## config.mk

```make
export PLATFORM = sky130hd
export DESIGN_NAME = aes_pkt_packer
export DESIGN_NICKNAME = d
export VERILOG_FILES = /design/src/rtl/aes_gcm_pkg.sv /design/src/rtl/aes_keep_count.sv /design/src/rtl/aes_pkt_packer.sv
export SDC_FILE = /design/constraint.sdc
export NUM_CORES = 1
export LEC_CHECK = 0
export ABC_CLOCK_PERIOD_IN_PS = 4500
export BUFFER_PORTS_ARGS = -buffer_cell sky130_fd_sc_hd__buf_2
export CAP_MARGIN = 5
export CELL_PAD_IN_SITES_DETAIL_PLACEMENT = 1
export CELL_PAD_IN_SITES_GLOBAL_PLACEMENT = 1
export CORE_ASPECT_RATIO = 0.5
export CORE_MARGIN = 2
export CORE_UTILIZATION = 39
export CTS_CLUSTER_DIAMETER = 150
export CTS_CLUSTER_SIZE = 30
export DETAILED_ROUTE_END_ITERATION = 7
export GPL_ROUTABILITY_DRIVEN = 0
export MAX_ROUTING_LAYER = met4
export PLACE_DENSITY_LB_ADDON = 0.1
export SKIP_LAST_GASP = 1
export SYNTH_ARGS = -nofsm -noshare
export SYNTH_HDL_FRONTEND = slang
export SYNTH_SLANG_ARGS = --single-unit
```

## constraint.sdc

```tcl
create_clock -name clk -period 4.5 [get_ports clk]
set_input_delay 0.225 -clock clk [delete_from_list [all_inputs] [get_ports clk]]
set_output_delay 0.225 -clock clk [all_outputs]
set_load 0.02 [all_outputs]
```

## src/rtl/aes_gcm_pkg.sv

```systemverilog
// Shared definitions for the AES-GCM ingress packer.
//   state_t      : packer FSM states (IDLE / HI / LO)
//   *_DFLT       : default widths for metadata and its length field
//   BLK_W/BEAT_W : AES block width and ingress beat width
package aes_gcm_pkg;
  typedef enum logic [1:0] {IDLE, HI, LO} state_t;

  localparam int META_W_DFLT  = 289;
  localparam int LEN_LSB_DFLT = 33;
  localparam int LEN_W_DFLT   = 16;
  localparam int BLK_W        = 128;
  localparam int BEAT_W       = 64;
endpackage

```

## src/rtl/aes_keep_count.sv

```systemverilog
// Byte-enable population count.
//   keep  : 8-bit contiguous byte enables (bit 7 = byte 0)
//   count : number of enabled bytes, 0..8
module aes_keep_count (
  input  logic [7:0] keep,
  output logic [3:0] count
);
  always_comb begin
    count = '0;
    for (int i = 0; i < 8; i++) count = count + {3'b000, keep[i]};
  end
endmodule

```

## src/rtl/aes_pkt_packer.sv

```systemverilog
// Packs pairs of 64-bit packet beats into 128-bit plaintext blocks for the
// AES-GCM API, carries per-packet metadata alongside, and flags a mismatch
// between the received byte count and the metadata length field.
//   clk, rst_n            : clock, async active-low reset
//   s_valid/s_ready       : ingress handshake
//   s_data/s_keep/s_last  : beat payload, byte enables (last beat), end of packet
//   s_meta                : packet metadata, sampled on the first beat
//   i_hold                : downstream stall
//   o_new/o_last          : block strobe, final block of packet
//   o_plain_text          : packed block
//   o_bypass_text         : packet metadata
//   o_len_err             : byte count != length field (last block only)
module aes_pkt_packer
  import aes_gcm_pkg::*;
#(
  parameter int META_W  = META_W_DFLT,
  parameter int LEN_LSB = LEN_LSB_DFLT,
  parameter int LEN_W   = LEN_W_DFLT
) (
  input  logic              clk,
  input  logic              rst_n,
  input  logic              s_valid,
  output logic              s_ready,
  input  logic [0:63]       s_data,
  input  logic [7:0]        s_keep,
  input  logic              s_last,
  input  logic [META_W-1:0] s_meta,
  input  logic              i_hold,
  output logic              o_new,
  output logic              o_last,
  output logic [0:127]      o_plain_text,
  output logic [META_W-1:0] o_bypass_text,
  output logic              o_len_err
);
  state_t              state, state_nx;
  logic [BEAT_W-1:0]   hi_q;
  logic [META_W-1:0]   meta_q;
  logic [LEN_W-1:0]    cnt_q;

  logic                p_vld, p_last, p_err;
  logic [BLK_W-1:0]    p_data;
  logic [META_W-1:0]   p_meta;

  logic [BEAT_W-1:0]   beat_raw, beat_m;
  logic [3:0]          keep_n, add;
  logic                first, accept, emit, load;
  logic [LEN_W-1:0]    cnt_base, cnt_sum;
  logic [LEN_W:0]      sum;
  logic [META_W-1:0]   meta_cur;
  logic                err_cur;
  logic [BLK_W-1:0]    blk;

  aes_keep_count u_keep_count (.keep(s_keep), .count(keep_n));

  // Re-index to [63:0] so beat_raw[63:56] is byte 0; keep bit k then
  // lines up with beat_raw[8k+7:8k]. Keep only masks on the last beat.
  assign beat_raw = s_data;
  always_comb begin
    beat_m = '0;
    for (int k = 0; k < 8; k++)
      beat_m[8*k +: 8] = beat_raw[8*k +: 8] & {8{~s_last | s_keep[k]}};
  end

  assign s_ready  = ~(p_vld & i_hold);
  assign accept   = s_valid & s_ready;
  assign emit     = p_vld & ~i_hold;
  assign first    = (state == IDLE);

  // Saturating byte count including the current beat.
  assign add      = s_last ? keep_n : 4'd8;
  assign cnt_base = first ? '0 : cnt_q;
  assign sum      = {1'b0, cnt_base} + {{(LEN_W-3){1'b0}}, add};
  assign cnt_sum  = sum[LEN_W] ? '1 : sum[LEN_W-1:0];

  // A packet's first block can complete on its first beat, so the meta
  // travelling with a block may have to come straight from the input.
  assign meta_cur = first ? s_meta : meta_q;
  assign err_cur  = (cnt_sum != meta_cur[LEN_LSB +: LEN_W]);

  always_comb begin
    state_nx = state;
    load     = 1'b0;
    blk      = '0;
    case (state)
      IDLE, HI: if (accept) begin
        if (s_last) begin
          load     = 1'b1;
          blk      = {beat_m, {BEAT_W{1'b0}}};
          state_nx = IDLE;
        end else begin
          state_nx = LO;
        end
      end
      LO: if (accept) begin
        load     = 1'b1;
        blk      = {hi_q, beat_m};
        state_nx = s_last ? IDLE : HI;
      end
      default: state_nx = IDLE;
    endcase
  end

  always_ff @(posedge clk or negedge rst_n) begin
    if (!rst_n) begin
      state  <= IDLE;
      hi_q   <= '0;
      meta_q <= '0;
      cnt_q  <= '0;
    end else begin
      state <= state_nx;
      if (accept) cnt_q <= cnt_sum;
      if (accept && state != LO) hi_q <= beat_m;
      if (accept && first) meta_q <= s_meta;
    end
  end

  // Pending slot: a new load wins over clearing on emission, which lets a
  // block leave and the next arrive on the same edge.
  always_ff @(posedge clk or negedge rst_n) begin
    if (!rst_n) begin
      p_vld  <= 1'b0;
      p_last <= 1'b0;
      p_err  <= 1'b0;
      p_data <= '0;
      p_meta <= '0;
    end else if (load) begin
      p_vld  <= 1'b1;
      p_last <= s_last;
      p_err  <= s_last & err_cur;
      p_data <= blk;
      p_meta <= meta_cur;
    end else if (emit) begin
      p_vld  <= 1'b0;
    end
  end

  assign o_new         = emit;
  assign o_last        = p_last;
  assign o_plain_text  = p_data;
  assign o_bypass_text = p_meta;
  assign o_len_err     = p_err;
endmodule

```

==> impl_metrics.csv <==
group,metric,value,unit
critical_path,crit_path_end,"o_len_err",
critical_path,startpoint,"s_keep[0]",
power_and_ir_drop,irDropWorstVdd,0.390,mV
global_routing,met2_usage,41.8,%
floorplanning,fp.coreArea,83800,sq um
route,dr.pass1.iters,6,
critical_path,cp_slowest_cell,"fa_1",
yosys,ys_seq_elements,791,
critical_path,cp_cell_sequence,"buf_2 > ha_1 > inv_1 > fa_1 > fa_1 > fa_1 > fa_1 > xnor2_1 > and2_1 > ha_1 > buf_4 > a211oi_2 > nor2_2 > xnor2_1 > o2111ai_1 > a221o_1 > a2111oi_0 > a21oi_1",
critical_path,timing.rr.end,"o_len_err",
finish,area_growth_syn_to_layout,29.5,%
yosys,synth.most_common_cell,"dfrtp_1",
yosys,synth_area,33000,sq um
clocking,clk_pin_slew,0.12,ns
sta,finalSetupViolCount,0,
finish,nets,4261,
yosys,synth_common_cells,"791 x dfrtp_1, 510 x nand2_1, 437 x o21ai_0",
global_routing,global_route.usage.met3,2.95,%
yosys,syn_avg_cell_area,11.7,sq um
clocking,cts_tree,"yes",
hold_path,hold_path_class,"in2reg",
finish,drive_above_1_share,31.0,%
yosys,synth_enable_flop_cells,0,
clocking,clock-root-buffer,"clkbuf_16",
sta,slew_violations,0,
global_routing,antenna_found_initial,12,
sta,holdWs,0.0918,ns
critical_path,rr_startpoint,"state[1]",
route,routedWlPerCell,20.3,um
run,max-cap-violations,0,
floorplanning,fp.dieArea,87100,sq um
placement,port_buffers,786,
placement,place_ws,-0.609,ns
sta,period_needed,4.33,ns
finish,multi_input_area,12500,sq um
clocking,cts_made_buffers,30,
power_and_ir_drop,powerDensity,603,nW/um^2
floorplanning,start_util,39.4,%
global_routing,grt-ovfl-total,0,
sta,maxSlewHeadroom,30.1,%
floorplanning,rows,75,
finish,fin_util,51.0,%
yosys,ys_async_sr_fraction,100,%
sta,worstMarginPinSlew,1.05,ns
sta,finalClockSkew,0.0246,ns
sta,max_freq,231,MHz
critical_path,rrSetupSlack,0.91,ns
yosys,synth.net_count,3204,
status,status,"finished clean",
critical_path,max_stage_delay,0.53,ns
power_and_ir_drop,finalPower,0.0258,W
critical_path,cp.arrival,4.86,ns
critical_path,worst-path-max-fanout,4,
sta,fin_tns_setup,0,ns
global_routing,grt_pass1_wl,160000,um
finish,seq_area,19800,sq um
clocking,h-tree-depth,1,
yosys,yosysTopAreaCell,"dfrtp_1",
clocking,cts.path.max_buffers,3,
critical_path,start_kind,"input pin",
critical_path,setup.worst_path.class,"in2reg",
yosys,syn_inst,2826,
route,drtIter0Drc,1430,
critical_path,setup.worst_path.end_class,"flip-flop",
floorplanning,die_w,415,um
clocking,clock_sinks,791,
yosys,synth_top_flop_cell,"dfrtp_1",
yosys,synth_top_area_share,60.0,%
sta,period_share,96.2,%
route,ant_nets,0,
sta,hold_viol,0,
finish,n_fill_cell,9165,
floorplanning,num_io_pins,787,
route,vias_per_cell,5.10,
yosys,ys_seq_area_share,60.0,%
sta,rsz0062_at_grt,"false",
global_routing,use_met1,28.3,%
sta,setup_ws,0.169,ns
clocking,post-cts-setup-buffers,0,
placement,hpwlAfterDp,69200,um
critical_path,r2r_cells,12,
global_routing,grt_start_max_net_pins,173,
power_and_ir_drop,p_leak,21.0,nW
yosys,yosys-top-cells-area,"dfrtp_1 60%, mux2_2 9.9%, mux2i_1 8.9%",
route,vias,25566,
critical_path,cp.required,5.02,ns
global_routing,grt.busiest_layer,"met2",
route,drc,0,
route,routed_wl,102000,um
clocking,clkLatencyLatePin,0.66,ns
global_routing,grt_pass1_vias,27232,
yosys,ys_types,58,
critical_path,cpMostUsedCell,"fa_1",
floorplanning,dieHeight,210,um
yosys,yosysWarnings,0,
global_routing,grtUsageTotal,23.8,%
==> worst min path at each step <==
stage	from	end	slack (ns)	depth (start not counted)
global route	s_last	state[0]	0.06	3
floorplan	rst_n	cnt_q[0]	-0.07	0
global placement	rst_n	o_plain_text[21]	0.34	1
CTS	s_last	state[0]	0.05	3
detailed placement	rst_n	o_plain_text[85]	0.36	1
finish	s_last	state[0]	0.09	3
==> per-stage QoR <==
step	instances	instance area [sq um]
floorplan	2826	33000
global placement	4611	38300
detailed placement	4611	38300
CTS	4999	42700
global route	5011	42700
finish	5012	42700
==> final cells by class <==
cell class                 instances  share of cell area, %
clock buffer                      31                   1.82
sequential                       791                   46.3
antenna                           13                 0.0761
multi-input combinational       1831                   29.1
clock inverter                     1                 0.0468
inverter                          13                  0.114
timing repair buffer            1216                   19.2
tap                             1116                   3.27
==> cells in the final DEF, fill, tap and decap left out, drive strengths merged, types with 17 or more instances in the layout <==
cell / n
a221o: 63
dlygate4sd3: 356
nor2: 95
mux2i: 292
o21ai: 438
nand2: 511
a21oi: 17
buf: 860
mux2: 290
dfrtp: 791
clkbuf: 31
==> report_power, final <==
part / internal [W] / switching (W)
clock: 0.00125 / 0.00224
combinational: 0.00420 / 0.00636
sequential: 0.0101 / 0.00163
==> state kept, by name, indices dropped and copies added, names as in the netlist <==
name / cells
o_last: 1
p_vld: 1
state: 2
hi_q: 64
o_plain_text: 128
meta_q: 289
cnt_q: 16
o_bypass_text: 289
o_len_err: 1
==> kinds of logic after synthesis <==
family,Yosys count,synth area share (%)
DFF,791,60.0
adders and majority gates,12,0.569
buffers and inverters,204,2.43
muxes,582,18.8
xor gates and xnor gates,16,0.425
and+or+nand+nor,669,8.18
AOI/OAI and AO/OA,552,9.63
==> metal layers <==
| layer | share of wire [%] | vias to the layer above |
|---|---|---|
| met5 | 0 | - |
| met4 | 4.0 | 0 |
| met3 | 3.2 | 172 |
| met2 | 53 | 485 |
| met1 | 40 | 13039 |
| li1 | - | 11870 |
==> worst max-delay path: cells and delay by family <==
kind	cells	cell delay, ns
compound gates	5	1.30
buf+inv	3	0.30
fa+ha+maj	6	2.45
simple gates	2	0.30
xor+xnor	2	0.29
==> timing repair <==
item                       4_1_cts  5_1_grt
hold buffers                   356        0
hold endpoints to repair       844        0
setup endpoints to repair        0        1
gates resized for setup          0        3
Note: power is estimated with default switching activity, not from simulation.
